## config.mk

```make
export PLATFORM = sky130hd
export DESIGN_NAME = display_scanner_flat
export DESIGN_NICKNAME = d
export VERILOG_FILES = /design/src/rtl/display_scanner_if.sv /design/src/rtl/display_scanner.sv /design/src/flat_wrapper.sv
export SDC_FILE = /design/constraint.sdc
export NUM_CORES = 1
export LEC_CHECK = 0
export CORE_MARGIN = 10
export CORE_UTILIZATION = 53
export DETAILED_ROUTE_END_ITERATION = 10
export PLACE_DENSITY = 0.9
export SLEW_MARGIN = 10
export SYNTH_ARGS = -nofsm -noshare
export SYNTH_HDL_FRONTEND = slang
export SYNTH_SLANG_ARGS = --single-unit
export TNS_END_PERCENT = 5
```

## constraint.sdc

```tcl
create_clock -name clk -period 3.5 [get_ports clk]
set_clock_uncertainty 0.2 [all_clocks]
set_input_delay 0.875 -clock clk [delete_from_list [all_inputs] [get_ports clk]]
set_output_delay 0.875 -clock clk [all_outputs]
set_load 0.005 [all_outputs]
```

## src/rtl/display_scanner_if.sv

```systemverilog
// Scanner bus: the BCD digit word and display controls in; index, nibble and blank out to the decoder.
// DISPLAY_SCANNER_BLINK_EN adds the per-digit blink_mask.
interface display_scanner_if;
    logic [15:0] digits;
    logic [3:0]  blank_mask;
    logic        lz_en;
`ifdef DISPLAY_SCANNER_BLINK_EN
    logic [3:0]  blink_mask;
`endif
    logic [1:0]  en;
    logic [3:0]  num;
    logic        blank;
    logic        frame_tick;

    modport master (
        output digits, blank_mask, lz_en,
`ifdef DISPLAY_SCANNER_BLINK_EN
        output blink_mask,
`endif
        input  en, num, blank, frame_tick
    );

    modport slave (
        input  digits, blank_mask, lz_en,
`ifdef DISPLAY_SCANNER_BLINK_EN
        input  blink_mask,
`endif
        output en, num, blank, frame_tick
    );
endinterface

```

## src/rtl/display_scanner.sv

```systemverilog
// Purpose: 4-digit display time-multiplexer with a per-frame snapshot, blanking and leading-zero suppression (blink via DISPLAY_SCANNER_BLINK_EN).
// Latency: en/num/blank are registered and change together; a new digit word appears at the first frame wrap after it is presented.
// Backpressure: none; the scan free-runs at one slot every PRESCALE cycles.
module display_scanner #(
    parameter int PRESCALE     = 100000,
    parameter int BLINK_FRAMES = 125
) (
    input  logic              clk,
    input  logic              rst_n,
    display_scanner_if.slave  bus
);
    localparam int CW = (PRESCALE > 1) ? $clog2(PRESCALE) : 1;
    localparam int FW = (BLINK_FRAMES > 1) ? $clog2(BLINK_FRAMES) : 1;

    logic [CW-1:0] cnt;
    logic [15:0]   snap;
    logic [3:0]    mask;
    logic          load;

    logic          slot_end;
    logic          wrap;
    logic          capture;
    logic [1:0]    idx_nxt;
    logic [15:0]   digits_src;
    logic [3:0]    mask_src;
    logic [3:0]    nib_nxt;
    logic          blink_term;
    logic          blank_nxt;

    assign slot_end = (cnt == CW'(PRESCALE - 1));
    assign wrap     = !load && slot_end && (bus.en == 2'd3);
    assign capture  = load || wrap;
    assign idx_nxt  = load ? 2'd0 : bus.en + 2'd1;

    // At a capture edge the slot for index 0 is built straight from the live inputs.
    assign digits_src = capture ? bus.digits     : snap;
    assign mask_src   = capture ? bus.blank_mask : mask;

    always_comb begin
        nib_nxt = 4'd0;
        case (idx_nxt)
            2'd0: nib_nxt = digits_src[15:12];
            2'd1: nib_nxt = digits_src[11:8];
            2'd2: nib_nxt = digits_src[7:4];
            2'd3: nib_nxt = digits_src[3:0];
            default: nib_nxt = 4'd0;
        endcase
    end

`ifdef DISPLAY_SCANNER_BLINK_EN
    logic [3:0]    bmask;
    logic          phase;
    logic [FW-1:0] fcnt;
    logic          fcnt_end;
    logic          phase_nxt;
    logic [3:0]    bmask_src;

    assign fcnt_end   = (fcnt == FW'(BLINK_FRAMES - 1));
    // The slot opened by a wrap must already see the toggled phase.
    assign phase_nxt  = (wrap && fcnt_end) ? ~phase : phase;
    assign bmask_src  = capture ? bus.blink_mask : bmask;
    assign blink_term = phase_nxt & bmask_src[idx_nxt];

    always_ff @(posedge clk) begin
        if (!rst_n) begin
            bmask <= 4'd0;
            phase <= 1'b0;
            fcnt  <= '0;
        end else begin
            if (capture) bmask <= bus.blink_mask;
            if (wrap) begin
                phase <= phase_nxt;
                fcnt  <= fcnt_end ? '0 : fcnt + FW'(1);
            end
        end
    end
`else
    assign blink_term = 1'b0;
`endif

    assign blank_nxt = mask_src[idx_nxt]
                     | (bus.lz_en && (idx_nxt == 2'd0) && (nib_nxt == 4'd0))
                     | blink_term;

    always_ff @(posedge clk) begin
        if (!rst_n) begin
            cnt            <= '0;
            bus.en         <= 2'd0;
            bus.num        <= 4'd0;
            bus.blank      <= 1'b1;
            bus.frame_tick <= 1'b0;
            snap           <= 16'd0;
            mask           <= 4'd0;
            load           <= 1'b1;
        end else begin
            load           <= 1'b0;
            bus.frame_tick <= wrap;
            if (load || slot_end) cnt <= '0;
            else                  cnt <= cnt + CW'(1);
            if (capture) begin
                snap <= bus.digits;
                mask <= bus.blank_mask;
            end
            if (load || slot_end) begin
                bus.en    <= idx_nxt;
                bus.num   <= nib_nxt;
                bus.blank <= blank_nxt;
            end
        end
    end
endmodule
```

## src/flat_wrapper.sv

```systemverilog
// flat-port wrapper written by rule: the top's interface ports become plain ports
module display_scanner_flat 
#(
    parameter int PRESCALE     = 100000,
    parameter int BLINK_FRAMES = 125
)
  (clk, rst_n, bus_digits, bus_blank_mask, bus_lz_en, bus_en, bus_num, bus_blank, bus_frame_tick);
  display_scanner_if bus_i ();
  input  logic clk;
  input  logic rst_n;
  input wire logic [$bits(bus_i.digits)-1:0] bus_digits;
  input wire logic [$bits(bus_i.blank_mask)-1:0] bus_blank_mask;
  input wire logic [$bits(bus_i.lz_en)-1:0] bus_lz_en;
  output wire logic [$bits(bus_i.en)-1:0] bus_en;
  output wire logic [$bits(bus_i.num)-1:0] bus_num;
  output wire logic [$bits(bus_i.blank)-1:0] bus_blank;
  output wire logic [$bits(bus_i.frame_tick)-1:0] bus_frame_tick;
  assign bus_i.digits = bus_digits;
  assign bus_i.blank_mask = bus_blank_mask;
  assign bus_i.lz_en = bus_lz_en;
  assign bus_en = bus_i.en;
  assign bus_num = bus_i.num;
  assign bus_blank = bus_i.blank;
  assign bus_frame_tick = bus_i.frame_tick;
  display_scanner #(.PRESCALE(PRESCALE), .BLINK_FRAMES(BLINK_FRAMES)) u_core (.clk(clk), .rst_n(rst_n), .bus(bus_i));
endmodule
```

Word-level counts from Yosys, hierarchy flattened
Cells that the tools add are included.
Widths: inputs -> output; s select.
{"block": "totals", "out_inout_bits": 8, "word_cells": 35, "reg_bits": 46, "input_bits": 23}
{"block": "classes", "muxes": 7, "n_reduce_logical": 10, "n_addsub": 2, "order_cmp": 1, "eq_ne": 5, "bitwise_logic": 2}
{"operator": "$add 17x1->17 const B", "n": 1}
{"operator": "$eq 17x17->1 const B", "n": 1}
{"operator": "$mux 16", "n": 1}
{"operator": "$pmux 4 s4", "n": 1}
{"operator": "$eq 2x2->1 const B", "n": 3}
{"operator": "$logic_and 1x1->1", "n": 4}
{"operator": "$logic_not 4->1", "n": 1}
{"operator": "$mux 4", "n": 1}
{"operator": "$lt 2x3->1 const B", "n": 1}
{"operator": "$add 2x1->2 const B", "n": 1}
{"operator": "$bmux 1 s2", "n": 1}
{"operator": "$eq 2x1->1 const B", "n": 1}
{"operator": "$logic_not 2->1", "n": 1}
{"operator": "$logic_or 1x1->1", "n": 2}
{"operator": "$mux 1", "n": 2}
{"operator": "$mux 2", "n": 1}
{"operator": "$reduce_or 2->1", "n": 1}
{"operator": "$logic_not 1->1", "n": 1}
{"operator": "$not 1->1", "n": 1}
{"operator": "$or 1x1->1", "n": 1}

Logic depth before layout (Yosys ltp)
{"block": "depth", "ltp_word": 9, "ltp_mapped": 10, "mapped_depth_nobuf": 8}

Worst setup path after synthesis
Ideal clock, no wire load.
{"block": "synth_path", "kind": "register -> register", "startpoint": "reg u_core.cnt[5]", "endpoint": "reg u_core.bus.blank", "setup_time_ps": 116, "period_less_slack_ps": 2695, "path_slack_ps": 805, "arrival_ps": 2379, "path_buffers": 1, "required_time_ps": 3184, "path_stages_with_launch": 9, "cell_sequence": "dfxtp_1 > or4b_4 > nor4_4 > a21oi_2 > buf_6 > mux2i_1 > o221ai_1 > o32a_1 > a31o_1"}
{"block": "synth_via", "elab_chain_cells": 9, "elab_cells_between_ends": 13, "cone_classes": "1 x eq/ne; 5 x mux; 1 x bitwise; 6 x reduce/logical"}
{"element": "from (decl)", "line_no": "display_scanner.sv:15", "source": "logic [CW-1:0] cnt;"}
{"element": "from (signal assigned)", "line_no": "display_scanner.sv:99", "source": "else cnt <= cnt + CW'(1);"}
{"element": "$eq 17x17->1 (*)", "line_no": "display_scanner.sv:30", "source": "assign slot_end = (cnt == CW'(PRESCALE - 1));"}
{"element": "$logic_and 1x1->1 (2 in a row)", "line_no": "display_scanner.sv:31", "source": "assign wrap = !load && slot_end && (bus.en == 2'd3);"}
{"element": "$logic_or 1x1->1", "line_no": "display_scanner.sv:32", "source": "assign capture = load || wrap;"}
{"element": "$mux 16", "line_no": "display_scanner.sv:36", "source": "assign digits_src = capture ? bus.digits : snap;"}
{"element": "$pmux 4 s4", "line_no": "display_scanner.sv:41", "source": "case (idx_nxt)"}
{"element": "$logic_not 4->1", "line_no": "display_scanner.sv:82", "source": "| (bus.lz_en && (idx_nxt == 2'd0) && (nib_nxt == 4'd0))"}
{"element": "$logic_and 1x1->1", "line_no": "display_scanner.sv:82"}
{"element": "$or 1x1->1", "line_no": "display_scanner.sv:82"}
{"element": "to (signal assigned)", "line_no": "display_scanner.sv:107", "source": "bus.blank <= blank_nxt;"}
{"element": "to (decl)", "line_no": "display_scanner_if.sv:28", "source": "output en, num, blank, frame_tick"}
Mark *: on every way between the ends. The rest lies on a longest branch, timed or not. The select of a mux whose other input is x is not followed.
A chain may end at the register's enable or synchronous reset.

Final worst setup path
{"block": "layout_path", "startpoint": "reg u_core.cnt[0]", "endpoint": "reg u_core.bus.num[0]"}
{"block": "layout_via", "elab_chain_cells": 6, "elab_cells_between_ends": 7, "cone_classes": "1 x eq/ne; 2 x mux; 4 x reduce/logical"}
{"element": "$eq 17x17->1 (*)", "line_no": "display_scanner.sv:30"}
{"element": "$logic_and 1x1->1 (2 in a row)", "line_no": "display_scanner.sv:31"}
{"element": "$logic_or 1x1->1", "line_no": "display_scanner.sv:32"}
{"element": "$mux 16", "line_no": "display_scanner.sv:36"}
{"element": "$pmux 4 s4", "line_no": "display_scanner.sv:41"}
{"element": "to (signal assigned)", "line_no": "display_scanner.sv:106", "source": "bus.num <= nib_nxt;"}
{"element": "to (decl)", "line_no": "display_scanner_if.sv:28"}
Mark *: on every way between the ends. The rest lies on a longest branch, timed or not.

==> results.md <==
* Synth Register Bits at 46
* Post-synth top area share at 46.3%
* Setup tns final at 0 ns
* Total power at ~960 uW
* Status: complete, no violations
* Commonest cells after routing, fill and taps aside: dfxtp_1, nor2_1, clkdlybuf4s50_1, mux2i_1, nand2_1
* Worst path required time at about 3.5 ns
* Input/output buffers at 30
* Initial DRT Pass Iterations at 4
* Power Density at 400 nW/um2
* Crit path max-delay family: compound AO/OA/AOI/OAI gates
* Number of diodes at 0
* Die width at slightly above 80 um
* Starting Density at 54.7%
* ANT nets after route at 0
* Layout area overhead at 20.8%
* Hold crit path type: reg2reg
* CP Launch Type: flip-flop
* Most frequent CP cell: buf_4
* Max Cap Viol at 0
* Hold path cells at 2
* Vias in the first global route at about 1500
* Sequential share of the synthesized area at roughly 46%
* CTS tree: done
* # Post-CTS Setup Buffers at 0
* Maximum clock insertion buffer count at 2
* Peak supply drop at 0.397 mV
* Highest clock rate at 0.349 GHz
* Worst path slowest cell: a21oi_2
* CTS Hold Bufs at 0
* Worst skew pair latency at 0.31 ns
* Setup repair after global routing missed its margin: false
* TritonCTS buffer count at 5
* Core ar. at 3630 um2
* DRC errors left at 0
* Pre-CTS setup slack at 0.641 ns
* WP depth at 10
* CP cell instances: ha_1, nand4_1, nor4_4, buf_4, a21oi_2, buf_4, mux2i_1, a21oi_1, a31oi_1, o31ai_1
* Gr usage total at ~14%
* Reg2reg path depth at 10
* LEAKAGE at 0.000949 uW
* EDFF count, synth at 0
* CTS Sinks at 46
* Layout cells sized above 1 at between 6 and 7%
* Die area at between 6000 and 7000 um2
* Pins Over Slew Limit at 0
* Resize count post-CTS at 0
* Via density at 5.45
* Synth async-reset ratio at 0%
* GRT overflow at 0
* Critical Path Max Stage Delay at 0.48 ns
* Final setup vio count at 0
* Clock root buffer: clkbuf_8
* Top cells by area, synth: dfxtp_1, mux2i_1, nor2_1
* Gpl congestion at between 0.8 and 0.9
* H-tree levels at 2
* Post-DP HPWL at 3320 um
* Most common cell after layout, fill and taps aside: dfxtp_1
* Placed cell count at roughly 290
* Worst path bufs/invs at 2
* Worst slew pin tran at 0.623 ns
* Syn_nets at 241
* Synthesized cell area at 1990 um2
* Post-Layout Cell Count at between 200 and 300
* Critical Path End Type: flip-flop
* Hold Vio Cnt, Final at 0
* CP max FO at 13
* DIE HEIGHT at around 80 um
* Starting DRT DRC Count at about 110
* Worst-path clk slew at around 0.080 ns
* Synth Warn # at 0
* First-pass GRT wire length at a little over 7000 um
* Final worst-path cycle share at approximately four fifths
* Main flop type after synthesis: dfxtp_1
* Largest net degree at the start of global routing at 21
* Initial antenna violation count at 0
* Leading area contributor after synthesis: dfxtp_1
* Synth unique cells at 40
* WP data arrival at around 2.9 ns
* Worst setup slack after layout at 0.637 ns
* Mapped Cells at 216
* Layout Nets at roughly 270
* Ports at 31
* Crit path time final at 2.86 ns
* WL per Instance at between 15 and 20 um
* Synthesized area per cell at 9.20 um2
* Site Rows at 22
* Max-slew headroom at around three fifths
* Vias at approximately 1600
* WL final at between 4000 and 5000 um
* Fin util at between 60% and 70%
* Critical path type: reg2reg
==> final timing paths <==
path         slack [ns]              start           endpoint
max reg2reg        0.64      u_core.cnt[0]  u_core.bus.num[0]
max                0.64      u_core.cnt[0]  u_core.bus.num[0]
min                0.27  u_core.bus.num[1]  u_core.bus.num[1]
min reg2reg        0.27  u_core.bus.num[1]  u_core.bus.num[1]
==> metrics by stage <==
stage	hold WS, ns	area (um2)
5_1_grt	0.294	2400
4_1_cts	0.270	2400
6_report	0.266	2400
3_5_place_dp	0.253	2320
2_1_floorplan	0.226	1990
3_3_place_gp	0.246	2320
==> synthesized netlist by cell type (3+ instances only) <==
library cell  instances
nor2b_1               4
a21oi_1               8
xnor2_1               4
nand3_1               8
nor3_1                3
nand2b_1              3
dfxtp_1              46
o21ai_0               7
or3_1                 4
and3_1                5
mux2i_1              20
clkbuf_1              5
xor2_1                9
inv_1                 3
nand2_1              15
and2_1                4
nor2_1               41
==> state kept, by name (all words and copies together), names as in the netlist <==
register,cells
u_core.cnt,17
u_core.bus.en,2
u_core.bus.num,4
u_core.snap,16
u_core.load,1
u_core.bus.frame_tick,1
u_core.mask,4
u_core.bus.blank,1
==> per-layer routing <==
layer	global-route usage (%)	wire (um)	up-vias
met2	22.2	2100	47
met1	16.9	1980	746
li1	-	-	806
met3	3.53	228	9
met4	8.82	121	0
met5	0	0	-
==> report_power, final <==
group	switching [uW]	leakage [uW]	internal, uW	total [uW]
registers	10.3	0.000376	543	553
clock network	172	0.0000438	134	306
logic	45.4	0.000529	55.2	101
==> worst register-to-register path, delay by kind of cell, from the launching register on <==
| family | cells | cell delay [ns] |
|---|---|---|
| AOI/OAI and AO/OA | 4 | 0.89 |
| buffers and inverters | 2 | 0.54 |
| DFF | 1 | 0.33 |
| muxes | 1 | 0.33 |
| adders and majority gates | 1 | 0.25 |
| and+or+nand+nor | 2 | 0.21 |
==> area by class of cell <==
| type | instances | area [um2] |
|---|---|---|
| inverter | 3 | 11.3 |
| tap | 48 | 60.1 |
| timing repair buffer | 32 | 315 |
| clock inverter | 2 | 10.0 |
| multi-input combinational | 159 | 1010 |
| sequential | 46 | 921 |
| clock buffer | 5 | 68.8 |
| fill | 317 | 1230 |
==> cells by family (layout without fill, tap and decap cells) <==
| kind of cell | Yosys count | in the layout | share of synthesized area (%) |
|---|---|---|---|
| AND/OR/NAND/NOR | 94 | 94 | 23.5 |
| multiplexers | 22 | 22 | 11.2 |
| XOR/XNOR | 13 | 13 | 5.73 |
| AO/OA/AOI/OAI | 28 | 28 | 9.38 |
| buffers and inverters | 11 | 42 | 2.64 |
| adder cells (fa/ha/maj) | 2 | 2 | 1.26 |
| flip-flops | 46 | 46 | 46.3 |
(Power assumes the default switching activity.)
